`src/rtl/wptr_full_level.sv`:
```
// Write-side pointer, full/almost-full flags, occupancy and sticky overflow
// for an asynchronous FIFO. All state is registered on wclk.
//
// Handshake: winc is accepted on a rising edge only when wfull is low. A write
// attempted while wfull is high is dropped, leaves the pointer unchanged and
// sets the sticky wovf flag.
module wptr_full_level #(
  parameter int ADDRSIZE  = 4,
  parameter int AFULL_LVL = 14
) (
  input  logic                wclk,
  input  logic                wrst_n,
  input  logic                winc,
  input  logic [ADDRSIZE:0]   wq2_rptr,
  input  logic                ovf_clr,
  output logic                wfull,
  output logic                awfull,
  output logic [ADDRSIZE-1:0] waddr,
  output logic [ADDRSIZE:0]   wptr,
  output logic [ADDRSIZE:0]   wlevel,
  output logic                wovf
);

  localparam logic [ADDRSIZE:0] AFULL_THR = (ADDRSIZE+1)'(AFULL_LVL);

  logic [ADDRSIZE:0] wbin_q,   wbin_d;
  logic [ADDRSIZE:0] wptr_q,   wptr_d;
  logic [ADDRSIZE:0] wlevel_q, wlevel_d;
  logic              wfull_q,  wfull_d;
  logic              awfull_q, awfull_d;
  logic              wovf_q,   wovf_d;

  logic              push;
  logic [ADDRSIZE:0] wbinnext;
  logic [ADDRSIZE:0] wgraynext;
  logic [ADDRSIZE:0] rbin_s;
  logic [ADDRSIZE:0] occ_next;
  logic [ADDRSIZE:0] full_cmp;

  // Gray-to-binary of the synchronized read pointer: bit i is the XOR of
  // every Gray bit from the MSB down to i.
  always_comb begin
    rbin_s = '0;
    for (int i = 0; i <= ADDRSIZE; i++) begin
      rbin_s[i] = ^(wq2_rptr >> i);
    end
  end

  always_comb begin
    push      = winc & ~wfull_q;
    wbinnext  = wbin_q + {{ADDRSIZE{1'b0}}, push};
    wgraynext = (wbinnext >> 1) ^ wbinnext;
    // Modular subtraction keeps the occupancy correct across pointer wrap.
    occ_next  = wbinnext - rbin_s;
    // Full when the write pointer is one lap ahead: top two Gray bits inverted.
    full_cmp  = {~wq2_rptr[ADDRSIZE:ADDRSIZE-1], wq2_rptr[ADDRSIZE-2:0]};
  end

  always_comb begin
    wbin_d   = wbinnext;
    wptr_d   = wgraynext;
    wlevel_d = occ_next;
    wfull_d  = (wgraynext == full_cmp);
    awfull_d = (occ_next >= AFULL_THR);
    wovf_d   = wovf_q;
    if (ovf_clr) begin
      wovf_d = 1'b0;
    end
    // An overflow in the same cycle as a clear must not be lost.
    if (winc && wfull_q) begin
      wovf_d = 1'b1;
    end
  end

  always_ff @(posedge wclk) begin
    if (!wrst_n) begin
      wbin_q   <= '0;
      wptr_q   <= '0;
      wlevel_q <= '0;
      wfull_q  <= 1'b0;
      awfull_q <= 1'b0;
      wovf_q   <= 1'b0;
    end else begin
      wbin_q   <= wbin_d;
      wptr_q   <= wptr_d;
      wlevel_q <= wlevel_d;
      wfull_q  <= wfull_d;
      awfull_q <= awfull_d;
      wovf_q   <= wovf_d;
    end
  end

  assign waddr  = wbin_q[ADDRSIZE-1:0];
  assign wptr   = wptr_q;
  assign wlevel = wlevel_q;
  assign wfull  = wfull_q;
  assign awfull = awfull_q;
  assign wovf   = wovf_q;

endmodule

```
`config.mk`:
```
export PLATFORM = sky130hd
export DESIGN_NAME = wptr_full_level
export DESIGN_NICKNAME = d
export VERILOG_FILES = /design/src/rtl/wptr_full_level.sv
export SDC_FILE = /design/constraint.sdc
export NUM_CORES = 1
export LEC_CHECK = 0
export ABC_AREA = 1
export BUFFER_PORTS_ARGS = -buffer_cell sky130_fd_sc_hd__buf_4
export CORE_UTILIZATION = 55
export DETAILED_ROUTE_END_ITERATION = 7
export GPL_TIMING_DRIVEN = 0
export HOLD_SLACK_MARGIN = 0.15
export PLACE_DENSITY = 0.82
export SKIP_LAST_GASP = 1
export SYNTH_ARGS = -nofsm -noshare
export SYNTH_HDL_FRONTEND = slang
export SYNTH_SLANG_ARGS = --single-unit
```
`constraint.sdc`:
```
create_clock -name wclk -period 4.43 [get_ports wclk]
set_input_delay 0.2215 -clock wclk [delete_from_list [all_inputs] [get_ports wclk]]
set_output_delay 0.2215 -clock wclk [all_outputs]
set_load 0.1 [all_outputs]
```
# After elaboration in Yosys (flattened, before gate mapping)
# Cells that the tools add are included.
dict set report word_totals {
  ff_bits 18
  ramBits 0
  mem_bits_ro 0
  latch_bits 0
  output_inout_bits 17
  memories 0
}
dict set report classes {
  reduce_logical 7
  magnitude_cmp 1
  n_mux 2
  eq_ne 1
  div_mod_pow 0
  mul 0
  n_shift 0
  addsub 2
  n_bitwise 4
}
# op count
set ops {}
lappend ops {{5-bit XOR reduction} 5}
lappend ops {{5-bit by 1-bit adder with 5-bit output} 1}
lappend ops {{5-bit equality test} 1}
lappend ops {{5-bit by 4-bit greater-or-equal comparator with 1-bit output (second input constant)} 1}
lappend ops {{5-bit subtractor} 1}
lappend ops {{4-bit by 5-bit XOR with 5-bit output} 1}
lappend ops {{1-bit two-way mux} 2}
lappend ops {{2-bit inverter} 1}
lappend ops {{2-bit nonzero test} 1}
lappend ops {{1-bit AND} 1}
lappend ops {{1-bit logical AND} 1}
lappend ops {{1-bit inverter} 1}

# Logic depth before layout (Yosys ltp)
dict set report logic_depth {
  depth_word 5
  mapped_depth 16
  ltp_nobuf 16
}

# Worst setup path before layout
# Ideal clock, no wire load.
dict set report synth_timing {
  path_type {flip-flop to flip-flop}
  from {register wfull_q (netlist: wfull)}
  to {register awfull_q (netlist: awfull)}
  required_ns 4.315
  n_path_buf 0
  path_slack_ns 1.675
  path_stages_with_launch 12
  arrival_ns 2.640
  period_less_slack_ns 2.755
  path_cell_list {dfxtp_1 > nor2_1 > ha_1 > ha_1 > inv_2 > fa_1 > nor2_1 > nor2_1 > nand2_1 > nand3_1 > nand3_1 > nand2_1}
}
dict set report synth_between {
  elab_chain_len 5
}
# element line_no
set synth_lines {}
lappend synth_lines {{from (decl)} 29} ;# logic wfull_q, wfull_d;
lappend synth_lines {{from (signal assigned)} 87} ;# wfull_q <= wfull_d;
lappend synth_lines {{1-bit inverter} 50} ;# push = winc & ~wfull_q;
lappend synth_lines {{1-bit AND} 50}
lappend synth_lines {{5-bit by 1-bit adder with 5-bit output} 51} ;# wbinnext = wbin_q + {{ADDRSIZE{1'b0}}, push};
lappend synth_lines {{named net wbin_d[1]} 26} ;# logic [ADDRSIZE:0] wbin_q, wbin_d;
lappend synth_lines {{5-bit subtractor} 54} ;# occ_next = wbinnext - rbin_s;
lappend synth_lines {{5-bit by 4-bit greater-or-equal comparator with 1-bit output} 64} ;# awfull_d = (occ_next >= AFULL_THR);
lappend synth_lines {{to (signal assigned)} 88} ;# awfull_q <= awfull_d;
lappend synth_lines {{to (decl)} 30} ;# logic awfull_q, awfull_d;
# The timed path passes the listed nets, and every way through them passes these cells.
# A chain may end at the register's enable or synchronous reset.

# Final worst setup path
# Ends and elaborated chain as after synthesis.

==> impl_metrics.toml <==
[clocking]
clock_path_buffers = 2
numCtsBuffers = 3
cts_tree = "done"
clk_pin_slew_ps = 100
postCtsSetupBuffers = 0
cts_resized = 0
clock_sinks = 17
ctsHoldBuffers = 1
cts_root_buf = "clkbuf_4"
clock_latency_ps = 300
ctsHtreeMaxLevel = 1

[power]
seqPwrFrac = 0.342
pwr-share-clk = 0.167
ir_drop_mv = 0.3182
power_uw = 512.0
p_leak_nw = 0.7308
p_per_area_nw_per_um2 = 398.0
p_switching_uw = 244.5
p_int_uw = 267.5
swShare = 0.4776
combPwrFrac = 0.491

[placed_design]
gp_congestion = 0.8415
dp_hpwl_mm = 1.636
portBuffers = 25
place_area_um2 = 1249

[timing]
worst_pin_slew_ps = 462.6
slew_viol_final = 0
rsz0062_at_grt = "no"
hold_viol = 0
period_needed_ps = 2179
fin_crit_sh = 0.4918
setup_viol = 0
slew-limit-headroom = 0.6916
tns_ps = 0
skew_ps = 8.086
fmax_mhz = 459.0

[detailed_routing]
wl_met1_um = 999
wl_met3_um = 49
highest_layer = "met4"
dr.pass1.iters = 4
dr_wl_met2_um = 916
drt_iter0_drc = 9
routed_via_density = 4.781
post_drt_wl_per_cell_um = 10.22
num_vias = 937
drcViolationCount = 0
ant_nets = 0
wirelength_mm = 2.004

[global_routing]
grt_antenna_before_repair = 0
gr-total-overflow = 0
grt_max_degree = 11
grt_pass1_wl_mm = 3.381
gr-usage-all-layers = 0.2335
grt_pass1_vias = 823

[yosys]
synth_cells = 141
synthDistinctLibCells = 25
synth_area_per_cell_um2 = 7.303
ys_seq_area_frac = 0.3305
syn_nets = 156
ys_seq_elements = 17
yosysWarnings = 0
syn_area_um2 = 1030

[outcome]
status = "completed"

[run]
maxCapViolCount = 0

[critical_path]
timing_worst_setup_path_type = "flip-flop to flip-flop"
path_common_cell = "nor2_1"
cpPeakStageDelay_ps = 460
cp_data_required_time_ps = 4630
path_max_fanout = 5
end_kind = "flip-flop"
arrival_ps = 2380
crit_chain = "nor2_1 > ha_1 > ha_1 > inv_2 > fa_1 > nor2_1 > nor2_1 > nand2_1 > nand3_1 > nand3_1 > nand2_1"
critPathSlowestCell = "fa_1"
crit_path_start_kind = "flip-flop"

[die]
dieWidth_um = 45.27
start_util = 0.5900
ioPinCount = 26
die_height_um = 45.27
die-area_um2 = 2049
rows = 15
coreArea_um2 = 1745

[cells_and_area]
regArea_um2 = 340.3
drive_gt1_frac = 0.3041
area_growth_pct = 24.91
multi_input_area_um2 = 595.6
fillers = 147
final_area_um2 = 1286
diodes = 0
final_net_count = 187

[hold_path]
hp-class = "input port to flip-flop"
-- placed cells by master (no fill, tap or decap), types with 2 or more instances in the layout --
cell type / n
nand2_1: 43
a21oi_1: 4
nand3_1: 10
ha_1: 5
nor2_1: 13
nand2_2: 8
clkbuf_4: 3
inv_1: 16
xor2_1: 3
nor2_2: 2
dfxtp_1: 17
buf_4: 25
inv_2: 5
nand4_2: 2
-- power by group through the flow --
stage	clock, mW	combinational, mW	sequential, mW
final	0.0854	0.251	0.175
after CTS	0.0854	0.252	0.175
after global routing	0.0909	0.268	0.177
after floorplan	0	0.0794	0.301
after global placement	0	0.248	0.178
after detailed placement	0	0.251	0.179
-- cell type report --
cell class / count / area share
multi-input cells: 101 / 0.4630
flip-flops and latches: 17 / 0.2646
repair buffers: 26 / 0.1537
inverters: 21 / 0.06128
well taps: 25 / 0.02432
clock buffers: 3 / 0.01751
plain buffers: 2 / 0.01167
clock inverters: 1 / 0.003891
-- metal layers --
metal,global-route usage,vias up
li1,-,491
met1,0.3050,421
met2,0.3855,20
met3,0.02400,5
met4,0.1091,0
met5,0,-
-- final timing paths --
kind / startpoint / endpoint / slack (ps) / cells after the start
setup / recovery: wfull / awfull / 2250 / 11
setup reg to reg: wfull / awfull / 2250 / 11
hold / removal: ovf_clr / wovf / 160 / 4
hold reg to reg: wovf / wovf / 470 / 2
-- metrics by stage --
stage / worst slack (ps) / cells / hold slack, ps / utilization
after CTS: 2246 / 196 / 172.2 / 0.7369
final: 2251 / 196 / 163.4 / 0.7369
after global routing: 2042 / 196 / 182.3 / 0.7369
after floorplan: 1675 / 141 / 319.1 / -
after detailed placement: 2213 / 191 / 454.0 / 0.7154
after global placement: 2238 / 191 / 448.9 / 0.7154
-- critical path, delay by kind of cell, from the launching register on --
family                     cells  cell delay (ps)
adders and majority gates      3             1100
buffers and inverters          1               90
DFF                            1              360
and+or+nand+nor                7              520
-- cell families after synthesis --
family,count (synthesis),share of synthesized area
buf+inv,23,0.09113
fa+ha+maj,6,0.08020
xor+xnor,5,0.06806
simple gates,84,0.3961
flops,17,0.3305
compound gates,6,0.03403
-- flip-flops by register name, summed over array words and instances, names as in the netlist --
signal / count
wovf: 1
wfull: 1
wptr: 4
wbin_q: 5
wlevel: 5
awfull: 1
-- cell usage after synthesis, drive strengths merged --
master | n | share of area
a21o | 1 | 0.0073
nand3b | 2 | 0.027
nor2 | 15 | 0.060
fa | 1 | 0.019
nand3 | 11 | 0.058
clkbuf | 1 | 0.0036
nand4 | 3 | 0.030
dfxtp | 17 | 0.33
inv | 21 | 0.077
o21bai | 1 | 0.0073
ha | 5 | 0.061
a21oi | 4 | 0.019
xor2 | 5 | 0.068
nand2 | 52 | 0.22
buf | 1 | 0.011
nor3 | 1 | 0.0049
Note: power is estimated with default switching activity, not from simulation.
